`config.mk`:
```
export PLATFORM = sky130hd
export DESIGN_NAME = pixel_write_buffer_flat
export DESIGN_NICKNAME = d
export VERILOG_FILES = /design/src/rtl/pixel_write_buffer_if.sv /design/src/rtl/pixel_write_buffer.sv /design/src/flat_wrapper.sv
export SDC_FILE = /design/constraint.sdc
export NUM_CORES = 1
export LEC_CHECK = 0
export CORE_MARGIN = 2
export CORE_UTILIZATION = 36
export DETAILED_ROUTE_END_ITERATION = 8
export HOLD_SLACK_MARGIN = 0.06
export PLACE_DENSITY = 0.55
export SLEW_MARGIN = 5
export SYNTH_ARGS = -nofsm -noshare
export SYNTH_HDL_FRONTEND = slang
export SYNTH_SLANG_ARGS = --single-unit
```
`constraint.sdc`:
```
create_clock -name clk -period 6.51 [get_ports clk]
set_clock_uncertainty 0.05 [all_clocks]
set_input_delay 0.651 -clock clk [delete_from_list [all_inputs] [get_ports clk]]
set_output_delay 0.651 -clock clk [all_outputs]
set_load 0.02 [all_outputs]
```
`src/rtl/pixel_write_buffer_if.sv`:
```
// rtl/pixel_write_buffer_if.sv - drawer-side and adapter-side signals of the pixel write buffer
interface pixel_write_buffer_if #(
  parameter int DEPTH       = 16,
  parameter int COLOUR_BITS = 9
);
  localparam int CW = $clog2(DEPTH) + 1;

  logic                   flush;
  logic                   in_draw_enable;
  logic [7:0]             in_x;
  logic [7:0]             in_y;
  logic [23:0]            in_rgb;
  logic                   full;
  logic                   overflow;
  logic [CW-1:0]          count;
  logic                   out_ready;
  logic                   out_write_en;
  logic [7:0]             out_x;
  logic [7:0]             out_y;
  logic [COLOUR_BITS-1:0] out_colour;

  modport master (
    output flush, in_draw_enable, in_x, in_y, in_rgb, out_ready,
    input  full, overflow, count, out_write_en, out_x, out_y, out_colour
  );

  modport slave (
    input  flush, in_draw_enable, in_x, in_y, in_rgb, out_ready,
    output full, overflow, count, out_write_en, out_x, out_y, out_colour
  );
endinterface

```
`src/rtl/pixel_write_buffer.sv`:
```
// rtl/pixel_write_buffer.sv - FIFO between drawer bus and VGA adapter with colour reduction
// Optional off-screen clipping at the push stage with PIXEL_CLIP_EN.
module pixel_write_buffer #(
  parameter int DEPTH       = 16,
  parameter int COLOUR_BITS = 9,
  parameter int X_MAX       = 160,
  parameter int Y_MAX       = 120
) (
  input logic                clk,
  input logic                reset,
  pixel_write_buffer_if.slave bus
);
  localparam int AW = $clog2(DEPTH);
  localparam int CW = AW + 1;
  localparam int K  = COLOUR_BITS / 3;

  typedef enum logic {S_IDLE = 1'b0, S_DRAIN = 1'b1} state_t;

  state_t                 r_state;
  state_t                 w_state_nxt;
  logic [AW-1:0]          r_wr_ptr;
  logic [AW-1:0]          r_rd_ptr;
  logic [CW-1:0]          r_count;
  logic [CW-1:0]          w_count_nxt;
  logic                   r_overflow;
  logic                   r_out_write_en;
  logic [7:0]             r_out_x;
  logic [7:0]             r_out_y;
  logic [COLOUR_BITS-1:0] r_out_colour;

  logic [7:0]             r_mem_x [DEPTH];
  logic [7:0]             r_mem_y [DEPTH];
  logic [COLOUR_BITS-1:0] r_mem_c [DEPTH];

  logic                   w_on_screen;
  logic                   w_full;
  logic                   w_push;
  logic                   w_pop;
  logic [COLOUR_BITS-1:0] w_colour;
  logic                   w_unused;

  assign w_colour = {bus.in_rgb[23 -: K], bus.in_rgb[15 -: K], bus.in_rgb[7 -: K]};

`ifdef PIXEL_CLIP_EN
  assign w_on_screen = ({1'b0, bus.in_x} < 9'(X_MAX)) && ({1'b0, bus.in_y} < 9'(Y_MAX));
  assign w_unused    = ^bus.in_rgb;
`else
  assign w_on_screen = 1'b1;
  assign w_unused    = (^bus.in_rgb) ^ (X_MAX > 0) ^ (Y_MAX > 0);
`endif

  // Full comes from registered occupancy, so a pop cannot make room for a same-cycle push.
  assign w_full = (r_count == CW'(DEPTH));
  assign w_push = bus.in_draw_enable && !w_full && !bus.flush && w_on_screen;

  // DRAIN is held exactly while occupancy is non-zero, so it doubles as the not-empty flag.
  always_comb begin
    w_state_nxt = r_state;
    w_count_nxt = r_count;
    w_pop       = (r_state == S_DRAIN) && bus.out_ready && !bus.flush;

    if (bus.flush) begin
      w_count_nxt = '0;
    end else if (w_push && !w_pop) begin
      w_count_nxt = r_count + 1'b1;
    end else if (w_pop && !w_push) begin
      w_count_nxt = r_count - 1'b1;
    end

    if (bus.flush) begin
      w_state_nxt = S_IDLE;
    end else begin
      case (r_state)
        S_IDLE:  if (w_count_nxt != '0) w_state_nxt = S_DRAIN;
        S_DRAIN: if (w_count_nxt == '0) w_state_nxt = S_IDLE;
        default: w_state_nxt = S_IDLE;
      endcase
    end
  end

  always_ff @(posedge clk or posedge reset) begin
    if (reset) begin
      r_state        <= S_IDLE;
      r_wr_ptr       <= '0;
      r_rd_ptr       <= '0;
      r_count        <= '0;
      r_overflow     <= 1'b0;
      r_out_write_en <= 1'b0;
      r_out_x        <= '0;
      r_out_y        <= '0;
      r_out_colour   <= '0;
    end else begin
      r_state        <= w_state_nxt;
      r_count        <= w_count_nxt;
      r_out_write_en <= w_pop;
      if (bus.in_draw_enable && w_full && w_on_screen) begin
        r_overflow <= 1'b1;
      end
      if (bus.flush) begin
        r_wr_ptr <= '0;
        r_rd_ptr <= '0;
      end else begin
        if (w_push) r_wr_ptr <= r_wr_ptr + 1'b1;
        if (w_pop)  r_rd_ptr <= r_rd_ptr + 1'b1;
      end
      if (w_pop) begin
        r_out_x      <= r_mem_x[r_rd_ptr];
        r_out_y      <= r_mem_y[r_rd_ptr];
        r_out_colour <= r_mem_c[r_rd_ptr];
      end
    end
  end

  always_ff @(posedge clk) begin
    if (w_push) begin
      r_mem_x[r_wr_ptr] <= bus.in_x;
      r_mem_y[r_wr_ptr] <= bus.in_y;
      r_mem_c[r_wr_ptr] <= w_colour;
    end
  end

  assign bus.full         = w_full;
  assign bus.count        = r_count;
  assign bus.overflow     = r_overflow;
  assign bus.out_write_en = r_out_write_en;
  assign bus.out_x        = r_out_x;
  assign bus.out_y        = r_out_y;
  assign bus.out_colour   = r_out_colour;
endmodule

```
`src/flat_wrapper.sv`:
```
// flat-port wrapper written by rule: the top's interface ports become plain ports
module pixel_write_buffer_flat 
#(
  parameter int DEPTH       = 16,
  parameter int COLOUR_BITS = 9,
  parameter int X_MAX       = 160,
  parameter int Y_MAX       = 120
)
  (clk, reset, bus_flush, bus_in_draw_enable, bus_in_x, bus_in_y, bus_in_rgb, bus_out_ready, bus_full, bus_overflow, bus_count, bus_out_write_en, bus_out_x, bus_out_y, bus_out_colour);
  pixel_write_buffer_if #(.DEPTH(DEPTH), .COLOUR_BITS(COLOUR_BITS)) bus_i ();
  input logic clk;
  input logic reset;
  input wire logic [$bits(bus_i.flush)-1:0] bus_flush;
  input wire logic [$bits(bus_i.in_draw_enable)-1:0] bus_in_draw_enable;
  input wire logic [$bits(bus_i.in_x)-1:0] bus_in_x;
  input wire logic [$bits(bus_i.in_y)-1:0] bus_in_y;
  input wire logic [$bits(bus_i.in_rgb)-1:0] bus_in_rgb;
  input wire logic [$bits(bus_i.out_ready)-1:0] bus_out_ready;
  output wire logic [$bits(bus_i.full)-1:0] bus_full;
  output wire logic [$bits(bus_i.overflow)-1:0] bus_overflow;
  output wire logic [$bits(bus_i.count)-1:0] bus_count;
  output wire logic [$bits(bus_i.out_write_en)-1:0] bus_out_write_en;
  output wire logic [$bits(bus_i.out_x)-1:0] bus_out_x;
  output wire logic [$bits(bus_i.out_y)-1:0] bus_out_y;
  output wire logic [$bits(bus_i.out_colour)-1:0] bus_out_colour;
  assign bus_i.flush = bus_flush;
  assign bus_i.in_draw_enable = bus_in_draw_enable;
  assign bus_i.in_x = bus_in_x;
  assign bus_i.in_y = bus_in_y;
  assign bus_i.in_rgb = bus_in_rgb;
  assign bus_i.out_ready = bus_out_ready;
  assign bus_full = bus_i.full;
  assign bus_overflow = bus_i.overflow;
  assign bus_count = bus_i.count;
  assign bus_out_write_en = bus_i.out_write_en;
  assign bus_out_x = bus_i.out_x;
  assign bus_out_y = bus_i.out_y;
  assign bus_out_colour = bus_i.out_colour;
  pixel_write_buffer #(.DEPTH(DEPTH), .COLOUR_BITS(COLOUR_BITS), .X_MAX(X_MAX), .Y_MAX(Y_MAX)) u_core (.clk(clk), .reset(reset), .bus(bus_i));
endmodule
```
==> metrics.md <==
| Metric | Value |
|---|---|
| Critical Path Source Type | `register` |
| Count of flip-flops with a built-in enable after synthesis | `400` |
| Chip height | `221 um` |
| Internal cell power | `5250 uW` |
| Global-route wire length before repair | `53,000 um` |
| Total of flip-flops plus latches after synthesis | `441` |
| Synth Net Count | `828` |
| Area share of and/or/nand/nor cells after synthesis | `2.64%` |
| Period utilization | `45.5%` |
| Worst hold-check slack | `0.410 ns` |
| Static leakage | `0.00613 uW` |
| Slew at the pin with the worst max-slew slack | `1.13 ns` |
| Total instance count after detailed placement | `1,411` |
| Combinational family with the most area after synthesis | `multiplexers` |
| Final Hold Fails | `0` |
| Top post-synthesis cells by count | `edfxtp_1, mux4_2, mux2i_1` |
| Largest net degree at the start of global routing | `104` |
| Unrepaired setup endpoints after global routing | `no` |
| Core Rows | `79` |
| CTS clock-pin slew for the worst setup and hold paths | `0.06 ns` |
| Max Slew Vio Count | `0` |
| Cell type with the largest total area after synthesis | `edfxtp_1` |
| Hold Crit Class | `reg2reg` |
| Routability Congestion | `0.677` |
| # DRC | `0` |
| Hold Buf Count CTS | `0` |
| Combinational Power Share | `15.7%` |
| Net switching fraction of the power | `24.5%` |
| Resized cells post-CTS | `0` |
| Most common cell in the synthesized netlist | `edfxtp_1` |
| Critical Setup Path Class | `reg2reg` |
| Chip Width | `221 um` |
| Total net switching power | `1710 uW` |
| Portion of netlist area occupied by mux cells | `16.4%` |
| Antenna diode instance count | `0` |
| Clock buffers created by TritonCTS | `46` |
| Synthesis warning total | `0` |
| # port buffers | `62` |
| Compound-gate portion of the synthesized area | `1.81%` |
| Starting utilization of the core area | `36.4%` |
| DIE AREA | `48,700 um^2` |
| Final TNS setup | `0 ns` |
| Headroom to the max-slew limit | `24.5%` |
| Clock sink count | `441` |
| Drt total wl | `35,700 um` |
| Clock latency on the worst-skew pair | `0.56 ns` |
| Count of mapped cells out of synthesis | `776` |
| Number of distinct library cells after synthesis | `40` |
| DR pass1 iterations | `7` |
| Proportion of power drawn by the clock network | `36.3%` |
| Proportion of power drawn by flip-flops and latches | `47.9%` |
| Core ar. | `46,500 um^2` |
| Crit path max fanout | `25` |
| Global-route usage over all layers | `15.1%` |
| Post-detail-place hpwl | `16,900 um` |
| DR vias | `7,746` |
| Initial antenna violation count | `0` |
| Status | `complete, no violations` |
| Kind of end point of the critical path | `register` |
| Number of buffers inserted by post-CTS setup repair | `0` |
| Total setup violations reported at the end of the flow | `0` |
| Data arrival time of the critical path | `3.09 ns` |
| Vias in the first global route | `7,987` |
| CTS HTree Levels | `2` |
| Routed len/inst | `23.8 um` |
| Maximum frequency from static timing analysis | `0.337 GHz` |
| Most used flip-flop cell after synthesis | `edfxtp_1` |
| Mean instance size in the synthesized netlist | `21.8 um^2` |
| Nets | `904` |
| Number of buffers on the longest clock path | `3` |
| TritonCTS clock tree | `done` |
| Area fraction of the dominant cell type after synthesis | `71.0%` |
| Number of design-rule violations left by the first detailed-router iteration | `602` |
| Number of max-capacitance violations reported | `0` |
| Synth Area in Adders | `0.518%` |
| Number of nets with antenna violations after routing | `0` |
| Ranking of synthesized cells by area | `edfxtp_1, mux4_2, dfrtp_1, mux2i_1, o221ai_1` |
| Boundary Pins | `78` |
| Share of layout cells above drive strength 1 | `21.9%` |
| Via density | `5.17` |
| Final Non-Filler Cells | `1,497` |
| Final critical delay including setup and external delays | `2.96 ns` |
| Fill cell total of the finished layout | `4,015` |
| Share of flip-flops with an asynchronous set or reset | `9.30%` |
| Share of synthesized area occupied by flip-flops and latches | `77.1%` |
| Buffer type at the clock tree root | `clkbuf_16` |
| Power density cells | `354 nW/um^2` |
| Layout overhead on the synthesized area | `16.3%` |
| Mapped cell area | `16,900 um^2` |
| Required time of the worst setup path | `6.63 ns` |
| GRT Residual Overflow | `0` |
| IR drop worst, VDD | `322 uV` |
| Xor and xnor fraction of the mapped netlist area | `0.414%` |
## per-stage QoR
stage	setup WS [ns]	power (uW)	util, %	cell area, um^2
4_1_cts	3.49	7050	42.3	19700
3_3_place_gp	3.01	4510	39.2	18200
5_1_grt	3.34	7250	42.3	19700
2_1_floorplan	3.93	4090	-	16900
6_report	3.55	6960	42.3	19700
3_5_place_dp	2.97	4510	39.2	18200
## placed cells by master (no fill, tap or decap), types with 2 or more instances in the layout
master           Yosys  layout
a211oi_1             2       2
a21oi_1              4       4
and2_2               0      12
and3_2               0       4
and4b_1              2       2
buf_4                0       5
clkbuf_1            21      16
clkbuf_16            0      49
clkbuf_8             0       5
clkdlybuf4s50_1      0      62
clkinv_1             0       6
clkinv_2             0       7
dfrtp_1             41      38
dfrtp_4              0       3
edfxtp_1           400     400
ha_1                 7       7
inv_1                7       6
mux2i_1             50      50
mux4_2             100     100
nand2_1             35      35
nand3_1              2       2
nand3b_1             2       2
nand4_1              4       4
nor2_1              10      10
nor3_1               3       3
nor4b_1              2       2
o221ai_1            25      25
xnor2_1              4       4
xor2_1               4       4
## critical path: stages, from the launching register on
cell	delay, ns
dfrtp_1	0.46
inv_1	0.07
ha_1	0.26
nand4bb_4	0.16
nand2_1	0.16
nor4b_1	0.52
and2_2	0.87
## registers in the layout, indices dropped and copies added (netlist names), 4 cells and up
signal,cells
u_core.r_wr_ptr,4
u_core.bus.out_x,8
u_core.r_rd_ptr,4
u_core.bus.count,5
u_core.bus.out_y,8
u_core.r_mem_c,144
u_core.r_mem_x,128
u_core.bus.out_colour,9
u_core.r_mem_y,128
## layout make-up
type | count | area, um^2 | area share [%]
timing repair buffer | 68 | 678 | 3.45
clock inverter | 16 | 106 | 0.541
inverter | 7 | 26.3 | 0.134
tap | 607 | 759 | 3.86
clock buffer | 70 | 1360 | 6.89
multi-input combinational | 288 | 3700 | 18.8
sequential | 441 | 13000 | 66.3
## per-layer routing
metal / wire, um / global-route usage (%) / vias to the layer above
met2: 16300 / 22.6 / 176
li1: - / - / 3387
met5: 0 / 0 / -
met1: 17100 / 22.5 / 4137
met4: 606 / 3.91 / 0
met3: 1630 / 2.91 / 46
## power by group through the flow
stage	clock (uW)	sequential [uW]	combinational (uW)
6_report	2530	3330	1100
5_1_grt	2710	3350	1190
4_1_cts	2590	3340	1120
3_5_place_dp	0	3400	1120
3_3_place_gp	0	3400	1110
2_1_floorplan	0	3450	642
## worst paths after layout
path | startpoint | to | slack, ns | depth (start not counted)
min | u_core.bus.overflow | u_core.bus.overflow | 0.41 | 1
max in group asynchronous | reset | u_core.r_rd_ptr[0] | 5.30 | 3
min in group asynchronous | reset | u_core.bus.out_write_en | 0.57 | 3
min reg2reg | u_core.bus.overflow | u_core.bus.overflow | 0.41 | 1
max reg2reg | u_core.bus.count[0] | u_core.r_mem_c[7][2] | 3.55 | 6
max | u_core.bus.count[0] | u_core.r_mem_c[7][2] | 3.55 | 6
## logic make-up after synthesis
kind of cell	Yosys count
XOR/XNOR	8
multiplexers	151
buffers and inverters	47
AND/OR/NAND/NOR	84
adder cells (fa/ha/maj)	7
AO/OA/AOI/OAI	38
flip-flops	441
Note: power is estimated with default switching activity, not from simulation.
